### src/rtl/pipe_ctrl_pkg.sv
// Shared types and constants for the pipeline hazard controller and the
// stage-register bubble muxes.
package pipe_ctrl_pkg;

    typedef enum logic [1:0] {
        RUN      = 2'd0,
        MDU_WAIT = 2'd1,
        MEM_WAIT = 2'd2
    } ctrl_state_t;

    // addi x0, x0, 0 -- what a flushed stage register is loaded with
    localparam logic [31:0] NOP_INSTR = 32'h0000_0013;

endpackage

### src/rtl/hazard_perf_ctr.sv
// Stall and flush event counters for performance analysis; wrap modulo 2^CNT_W.
module hazard_perf_ctr #(
    parameter int CNT_W = 32
) (
    input  logic             clk,
    input  logic             rst,
    input  logic             stall_inc,
    input  logic             flush_inc,
    output logic [CNT_W-1:0] stall_cnt,
    output logic [CNT_W-1:0] flush_cnt
);

    always_ff @(posedge clk) begin
        if (rst) begin
            stall_cnt <= '0;
            flush_cnt <= '0;
        end else begin
            if (stall_inc) stall_cnt <= stall_cnt + 1'b1;
            if (flush_inc) flush_cnt <= flush_cnt + 1'b1;
        end
    end

endmodule

### src/rtl/pipe_hazard_ctrl.sv
// Per-stage enable/flush sequencing for the five-stage pipeline: load-use,
// multi-cycle MDU ops, data-memory wait states and EX-resolved redirects.
module pipe_hazard_ctrl
    import pipe_ctrl_pkg::*;
#(
    parameter int REG_W = 5,
    parameter int CNT_W = 32
) (
    input  logic             clk,
    input  logic             rst,
    input  logic [REG_W-1:0] id_rs1,
    input  logic [REG_W-1:0] id_rs2,
    input  logic             id_uses_rs1,
    input  logic             id_uses_rs2,
    input  logic [REG_W-1:0] id_ex_rd,
    input  logic             id_ex_mem_read,
    input  logic             ex_is_mdu,
    input  logic             mdu_done,
    input  logic             ex_redirect,
    input  logic             mem_req,
    input  logic             dmem_ready,
    output logic             pc_en,
    output logic             if_id_en,
    output logic             id_ex_en,
    output logic             ex_mem_en,
    output logic             mem_wb_en,
    output logic             if_id_flush,
    output logic             id_ex_flush,
    output logic             ex_mem_flush,
    output logic             mdu_go,
    output logic [1:0]       state_o,
    output logic [CNT_W-1:0] stall_cnt,
    output logic [CNT_W-1:0] flush_cnt
);

    ctrl_state_t state_q, state_next;
    logic        done_seen_q, done_next;
    logic        mem_stall, load_use, redirect_applied;

    assign mem_stall = mem_req & ~dmem_ready;
    assign load_use  = id_ex_mem_read & (id_ex_rd != '0) &
                       ((id_uses_rs1 & (id_rs1 == id_ex_rd)) |
                        (id_uses_rs2 & (id_rs2 == id_ex_rd)));

    always_comb begin
        pc_en            = 1'b1;
        if_id_en         = 1'b1;
        id_ex_en         = 1'b1;
        ex_mem_en        = 1'b1;
        mem_wb_en        = 1'b1;
        if_id_flush      = 1'b0;
        id_ex_flush      = 1'b0;
        ex_mem_flush     = 1'b0;
        mdu_go           = 1'b0;
        redirect_applied = 1'b0;
        state_next       = state_q;
        done_next        = done_seen_q;

        if (rst) begin
            pc_en        = 1'b0;
            if_id_en     = 1'b0;
            id_ex_en     = 1'b0;
            ex_mem_en    = 1'b0;
            mem_wb_en    = 1'b0;
            if_id_flush  = 1'b1;
            id_ex_flush  = 1'b1;
            ex_mem_flush = 1'b1;
            state_next   = RUN;
            done_next    = 1'b0;
        end else if (mem_stall) begin
            pc_en     = 1'b0;
            if_id_en  = 1'b0;
            id_ex_en  = 1'b0;
            ex_mem_en = 1'b0;
            mem_wb_en = 1'b0;
            // An MDU op keeps ownership of EX through a freeze; leaving
            // MDU_WAIT here would re-issue mdu_go for the same instruction.
            if (state_q == MDU_WAIT) begin
                state_next = MDU_WAIT;
                if (mdu_done) done_next = 1'b1;
            end else begin
                state_next = MEM_WAIT;
            end
        end else if (state_q == MDU_WAIT) begin
            if (done_seen_q | mdu_done) begin
                state_next = RUN;
                done_next  = 1'b0;
            end else begin
                pc_en        = 1'b0;
                if_id_en     = 1'b0;
                id_ex_en     = 1'b0;
                ex_mem_flush = 1'b1;
            end
        end else begin
            // RUN, and the first unfrozen cycle out of MEM_WAIT
            state_next = RUN;
            if (ex_is_mdu) begin
                mdu_go       = 1'b1;
                pc_en        = 1'b0;
                if_id_en     = 1'b0;
                id_ex_en     = 1'b0;
                ex_mem_flush = 1'b1;
                state_next   = MDU_WAIT;
                done_next    = 1'b0;
            end else if (ex_redirect) begin
                if_id_flush      = 1'b1;
                id_ex_flush      = 1'b1;
                redirect_applied = 1'b1;
            end else if (load_use) begin
                pc_en       = 1'b0;
                if_id_en    = 1'b0;
                id_ex_flush = 1'b1;
            end
        end
    end

    always_ff @(posedge clk) begin
        if (rst) begin
            state_q     <= RUN;
            done_seen_q <= 1'b0;
        end else begin
            state_q     <= state_next;
            done_seen_q <= done_next;
        end
    end

    assign state_o = state_q;

    hazard_perf_ctr #(.CNT_W(CNT_W)) u_perf (
        .clk       (clk),
        .rst       (rst),
        .stall_inc (~pc_en),
        .flush_inc (redirect_applied),
        .stall_cnt (stall_cnt),
        .flush_cnt (flush_cnt)
    );

endmodule

### config.mk
export PLATFORM = sky130hd
export DESIGN_NAME = pipe_hazard_ctrl
export DESIGN_NICKNAME = d
export VERILOG_FILES = /design/src/rtl/pipe_ctrl_pkg.sv /design/src/rtl/hazard_perf_ctr.sv /design/src/rtl/pipe_hazard_ctrl.sv
export SDC_FILE = /design/constraint.sdc
export NUM_CORES = 1
export LEC_CHECK = 0
export BUFFER_PORTS_ARGS = -buffer_cell sky130_fd_sc_hd__buf_2
export CAP_MARGIN = 30
export CORE_MARGIN = 2
export CORE_UTILIZATION = 40
export CTS_CLUSTER_SIZE = 24
export DETAILED_ROUTE_END_ITERATION = 10
export MAX_ROUTING_LAYER = met4
export PLACE_DENSITY = 0.67
export SYNTH_ARGS = -nofsm -noshare
export SYNTH_HDL_FRONTEND = slang
export SYNTH_SLANG_ARGS = --single-unit
### constraint.sdc
create_clock -name clk -period 1.8 [get_ports clk]
set_input_delay 0.18 -clock clk [delete_from_list [all_inputs] [get_ports clk]]
set_output_delay 0.18 -clock clk [all_outputs]
set_load 0.1 [all_outputs]
Word-level counts from Yosys, hierarchy flattened

Index checks and enable logic that the tools add are counted.

Add/subtract/negate cells: 2
Equality and inequality tests: 6
Muxes and demuxes: 44
Bitwise logic cells: 8
Reductions and logical operators: 3

Operators with widths:

| kind                                                                    | count |
|---|---|
| 32-bit by 1-bit adder with 32-bit output, second input constant         | 2 |
| 1-bit two-way mux                                                       | 40 |
| 5-bit == test                                                           | 2 |
| 2-bit two-way mux                                                       | 4 |
| 1-bit bitwise AND                                                       | 5 |
| 5-bit nonzero test                                                      | 1 |
| 4-bit AND reduction                                                     | 1 |
| 3-bit by 2-bit inequality test with 1-bit output, second input constant | 1 |
| 2-bit by 1-bit == test with 1-bit output, second input constant         | 1 |
| 2-bit by 1-bit inequality test with 1-bit output, second input constant | 1 |
| 2-bit inequality test, second input constant                            | 1 |
| 1-bit bitwise OR                                                        | 2 |
| 2-bit nonzero test                                                      | 1 |
| 1-bit inverter                                                          | 1 |

Flip-flop bits (word level): 67

Depth between registers and ports, before layout

Depth after elaboration: 10
Mapped depth: 9

Hierarchy

From an unflattened synthesis, not the netlist that was laid out.

Cells, all modules: 418
Area, all modules: 3475.8 sq um

Modules (own cells, without submodules):

| module           | instances | cells each | area each (sq um) |
|---|---|---|---|
| hazard_perf_ctr  | 1         | 370        | 3108.0 |
| pipe_hazard_ctrl | 1         | 48         | 367.9 |

Worst setup path before layout

OpenSTA, ideal clock, no wires.

Path kind: register to output
From: register state_q[1] (netlist: state_o[1])
To: output mdu_go
Arrival: 4147 ps
Data required time: 1620 ps
Path slack: -2527 ps
Stages on the path, launching flop included: 4
Cell sequence: dfxtp_1 nor2b_1 clkbuf_1 nor4_1

Longest elaborated chain between the ends: 4

RTL lines:

| element                                  | RTL line                | RTL |
|---|---|---|
| start, declared                          | pipe_hazard_ctrl.sv:36  | `ctrl_state_t state_q, state_next;` |
| start signal, assigned                   | pipe_hazard_ctrl.sv:122 | `state_q <= state_next;` |
| 2-bit by 1-bit == test with 1-bit output | pipe_hazard_ctrl.sv:84  | `end else if (state_q == MDU_WAIT) begin` |
| 1-bit two-way mux                        | pipe_hazard_ctrl.sv:84  |  |
| 1-bit two-way mux                        | pipe_hazard_ctrl.sv:70  | `end else if (mem_stall) begin` |
| 1-bit two-way mux                        | pipe_hazard_ctrl.sv:59  | `if (rst) begin` |
| end, declared                            | pipe_hazard_ctrl.sv:30  | `output logic mdu_go,` |

Every way passes these cells.

Worst setup path in the final report

From: register done_seen_q
To: register u_perf.stall_cnt[15]

Longest elaborated chain between the ends: 5

RTL lines:

| element                | RTL line                | RTL |
|---|---|---|
| start, declared        | pipe_hazard_ctrl.sv:37  | `logic done_seen_q, done_next;` |
| start signal, assigned | pipe_hazard_ctrl.sv:123 | `done_seen_q <= done_next;` |
| 1-bit bitwise OR       | pipe_hazard_ctrl.sv:85  | `if (done_seen_q \| mdu_done) begin` |
| 1-bit two-way mux      | pipe_hazard_ctrl.sv:85  |  |
| 1-bit two-way mux      | pipe_hazard_ctrl.sv:84  |  |
| 1-bit two-way mux      | pipe_hazard_ctrl.sv:70  |  |
| 1-bit two-way mux      | pipe_hazard_ctrl.sv:59  |  |
| end signal, assigned   | hazard_perf_ctr.sv:18   | `if (stall_inc) stall_cnt <= stall_cnt + 1'b1;` |
| end, declared          | hazard_perf_ctr.sv:9    | `output logic [CNT_W-1:0] stall_cnt,` |

Every way passes these cells.
A chain may end at the register's enable or synchronous reset.

==> results.toml <==
[cells_and_area]
area_growth_pct = 66.0
nFillCells = 628
insertedDiodeCount = 0
finalNetCount = 608
drive_above_1_share_pct = 57.8

[grt]
globalRoute.totalOverflow = 0
grt.total_usage_pct = 22.2
first_global_vias = 3502
grt_pass1_wl_microns = 15600
antenna_found_initial = 0
grt_max_degree = 33

[placed_design]
io_buffers = 99
post-dp-hpwl_microns = 6750
gp_congestion = 0.826

[route]
viasPerCell = 5.28
routed_wirelength_microns = 9940
drtIter0Drc = 70
drt.antenna.violating_nets = 0
first_pass_iters = 4
wl_per_cell_microns = 14.4
num_vias = 3649
drc = 0

[sta]
tightest_slew_ps = 506
fin_ws_ps = -133
clock.fmax_ghz = 0.517
slew_violations = 0
slew_headroom_pct = 66.5
clock_skew_ps = 9.79
whs_ps = 162
setup_violations = 23
fin_crit_ps = 1930
hold_viol = 0
rsz0062_at_grt = "true"
fin_crit_sh_pct = 107

[worst_setup_path]
end_kind = "flip-flop"
critical_path_class = "reg2reg"
path_max_fanout = 26
worstPathArrival_ps = 2200
critPathRequiredTime_ps = 2070
start_kind = "flip-flop"

[clock_network]
insertion_delay_ps = 350
cts_hold_buf = 0
cts_sinks = 67
clkSlewWorstSetupHoldPaths_ps = 70
cts_tree = "done"
clockRootBuffer = "clkbuf_8"
h-tree-depth = 3
cts_buffer_depth = 2
cts_buffers = 9

[pwr]
p_int_mw = 2.32
p_sw_share_pct = 31.4
p_total_mw = 3.38
power.switching_mw = 1.06
combPwrFrac_pct = 19.6
power_density_nw_per_um2 = 603
ir_drop_mv = 0.401
clkPwrFrac_pct = 36.9
pwr-share-seq_pct = 43.5
p_leak_nw = 2.34

[status]
status = "finished, violations left"
failed_checks = "setup timing"

[synth]
ys_top_cells_by_area = "dfxtp_1 (40%), xnor2_1 (8.8%), nor2_1 (4.7%)"
seq_area_frac_synth_pct = 39.7
netlist_area_sq_um = 3380
syn_nets = 434
synthArstFlopShare_pct = 0
netlist_top_cells_count = "dfxtp_1 (67), nor2_1 (42), xnor2_1 (34)"
ys_dominant_reg_cell = "dfxtp_1"
post-synth-top-area-cell = "dfxtp_1"
yosysTopAreaCellShare_pct = 39.7
yosys_warnings = 0
synth-seq-cells = 67
synth_cell_types = 47
syn-mean-instance-area_sq_um = 8.31
synth.most_common_cell = "dfxtp_1"
netlist_instances = 407
synth_edf_count = 0

[floorplan]
io_pins = 100
start_util_pct = 41.1
die_h_microns = 95.9
core_sq_um = 8220
rows = 33
dieArea_sq_um = 9200
die_w_microns = 95.9

[flow_run]
maxCapViolCount = 0

[hold_path]
hold_path.class = "in2reg"
## routing by layer
metal | global-route usage (%) | share of wire, % | vias to the layer above | wire length [microns]
li1 | - | - | 1809 | -
met1 | 24.8 | 43 | 1765 | 4240
met2 | 39.6 | 52 | 61 | 5160
met3 | 3.45 | 3.8 | 14 | 380
met4 | 8.57 | 1.6 | 0 | 162
met5 | - | 0 | - | 0
## final cells by class
type                            count  area [sq um]  share of cell area [%]
Clock buffer                        9           124                    2.21
Clock inverter                      7          68.8                    1.23
Inverter                           18          71.3                    1.27
Multi-Input combinational cell    301          2360                    42.1
Sequential cell                    67          1520                    27.0
Tap cell                          105           131                    2.34
Timing Repair Buffer              184          1340                    23.9
## sequential cells by signal, indices dropped and copies added, names as in the netlist
name	count
u_perf.flush_cnt	32
u_perf.stall_cnt	32
done_seen_q	1
state_o	2
## per-stage QoR
stage / cells / util [%] / worst slack, ps / TNS (ps) / instance area, sq um
after CTS: 681 / 65.6 / -120 / -1270 / 5390
after global placement: 652 / 60.5 / -119 / -1840 / 4970
final: 691 / 68.3 / -133 / -1430 / 5610
after floorplan: 407 / - / -537 / -12760 / 3910
after global routing: 691 / 68.3 / -180 / -3700 / 5610
after detailed placement: 652 / 60.5 / -171 / -4080 / 4970
## final timing paths
check / start / end / slack [ps] / depth (start not counted)
max: done_seen_q / u_perf.stall_cnt[15] / -130 / 9
min: mdu_done / done_seen_q / 160 / 3
max reg2reg: done_seen_q / u_perf.stall_cnt[15] / -130 / 9
min reg2reg: u_perf.stall_cnt[30] / u_perf.stall_cnt[30] / 510 / 2
## critical path, cell delays in order, from the launching register on
cell and delay, ps:
dfxtp_2 340, nor4b_4 320, a21oi_4 70, nand2_4 110, clkinvlp_4 100, nor2_2 100
a21oi_2 60, buf_12 170, or4_1 470, a21oi_1 130
## repair_timing
| action | 4_1_cts | 5_1_grt |
|---|---|---|
| cloned | 1 | 0 |
| setup buffers | 12 | 11 |
| resized for setup | 32 | 36 |
| endpoints found under the setup margin | 28 | 48 |
| pin swaps | 22 | 18 |
## cell usage in the layout (no fill, tap or decap), drive strengths merged, types with 2 or more instances in the layout
cell type / netlist / layout
and4: 7 / 7
nor2: 42 / 42
buf: 8 / 184
dfxtp: 67 / 67
xor2: 6 / 6
nand3: 20 / 20
o31ai: 12 / 12
or2: 2 / 2
nor4b: 2 / 2
xnor2: 34 / 34
clkbuf: 14 / 9
nand2: 26 / 26
or4: 14 / 14
nand4: 14 / 14
or3: 20 / 21
o21ai: 21 / 21
clkinv: 0 / 4
inv: 18 / 17
nor3: 14 / 14
nor2b: 3 / 3
nor4: 10 / 10
nand2b: 4 / 4
ha: 2 / 2
and3: 3 / 3
clkinvlp: 0 / 3
a21oi: 32 / 32
## cells by family (layout without fill, tap and decap cells)
kind of cell / after synthesis / count (layout) / synth area share, %
simple gates: 182 / 183 / 30.6
compound gates: 75 / 75 / 13.3
flops: 67 / 67 / 39.7
xor+xnor: 40 / 40 / 10.4
buf+inv: 40 / 218 / 5.11
fa+ha+maj: 2 / 2 / 0.740
mux: 1 / 1 / 0.296
## power groups by stage
| stage | registers, mW | logic (mW) | clock network, mW |
|---|---|---|---|
| 6_report | 1.47 | 0.663 | 1.25 |
| 5_1_grt | 1.47 | 0.699 | 1.33 |
| 4_1_cts | 1.47 | 0.649 | 1.27 |
| 3_5_place_dp | 1.50 | 0.604 | 0 |
| 3_3_place_gp | 1.50 | 0.595 | 0 |
| 2_1_floorplan | 1.62 | 0.303 | 0 |
(Power assumes the default switching activity.)
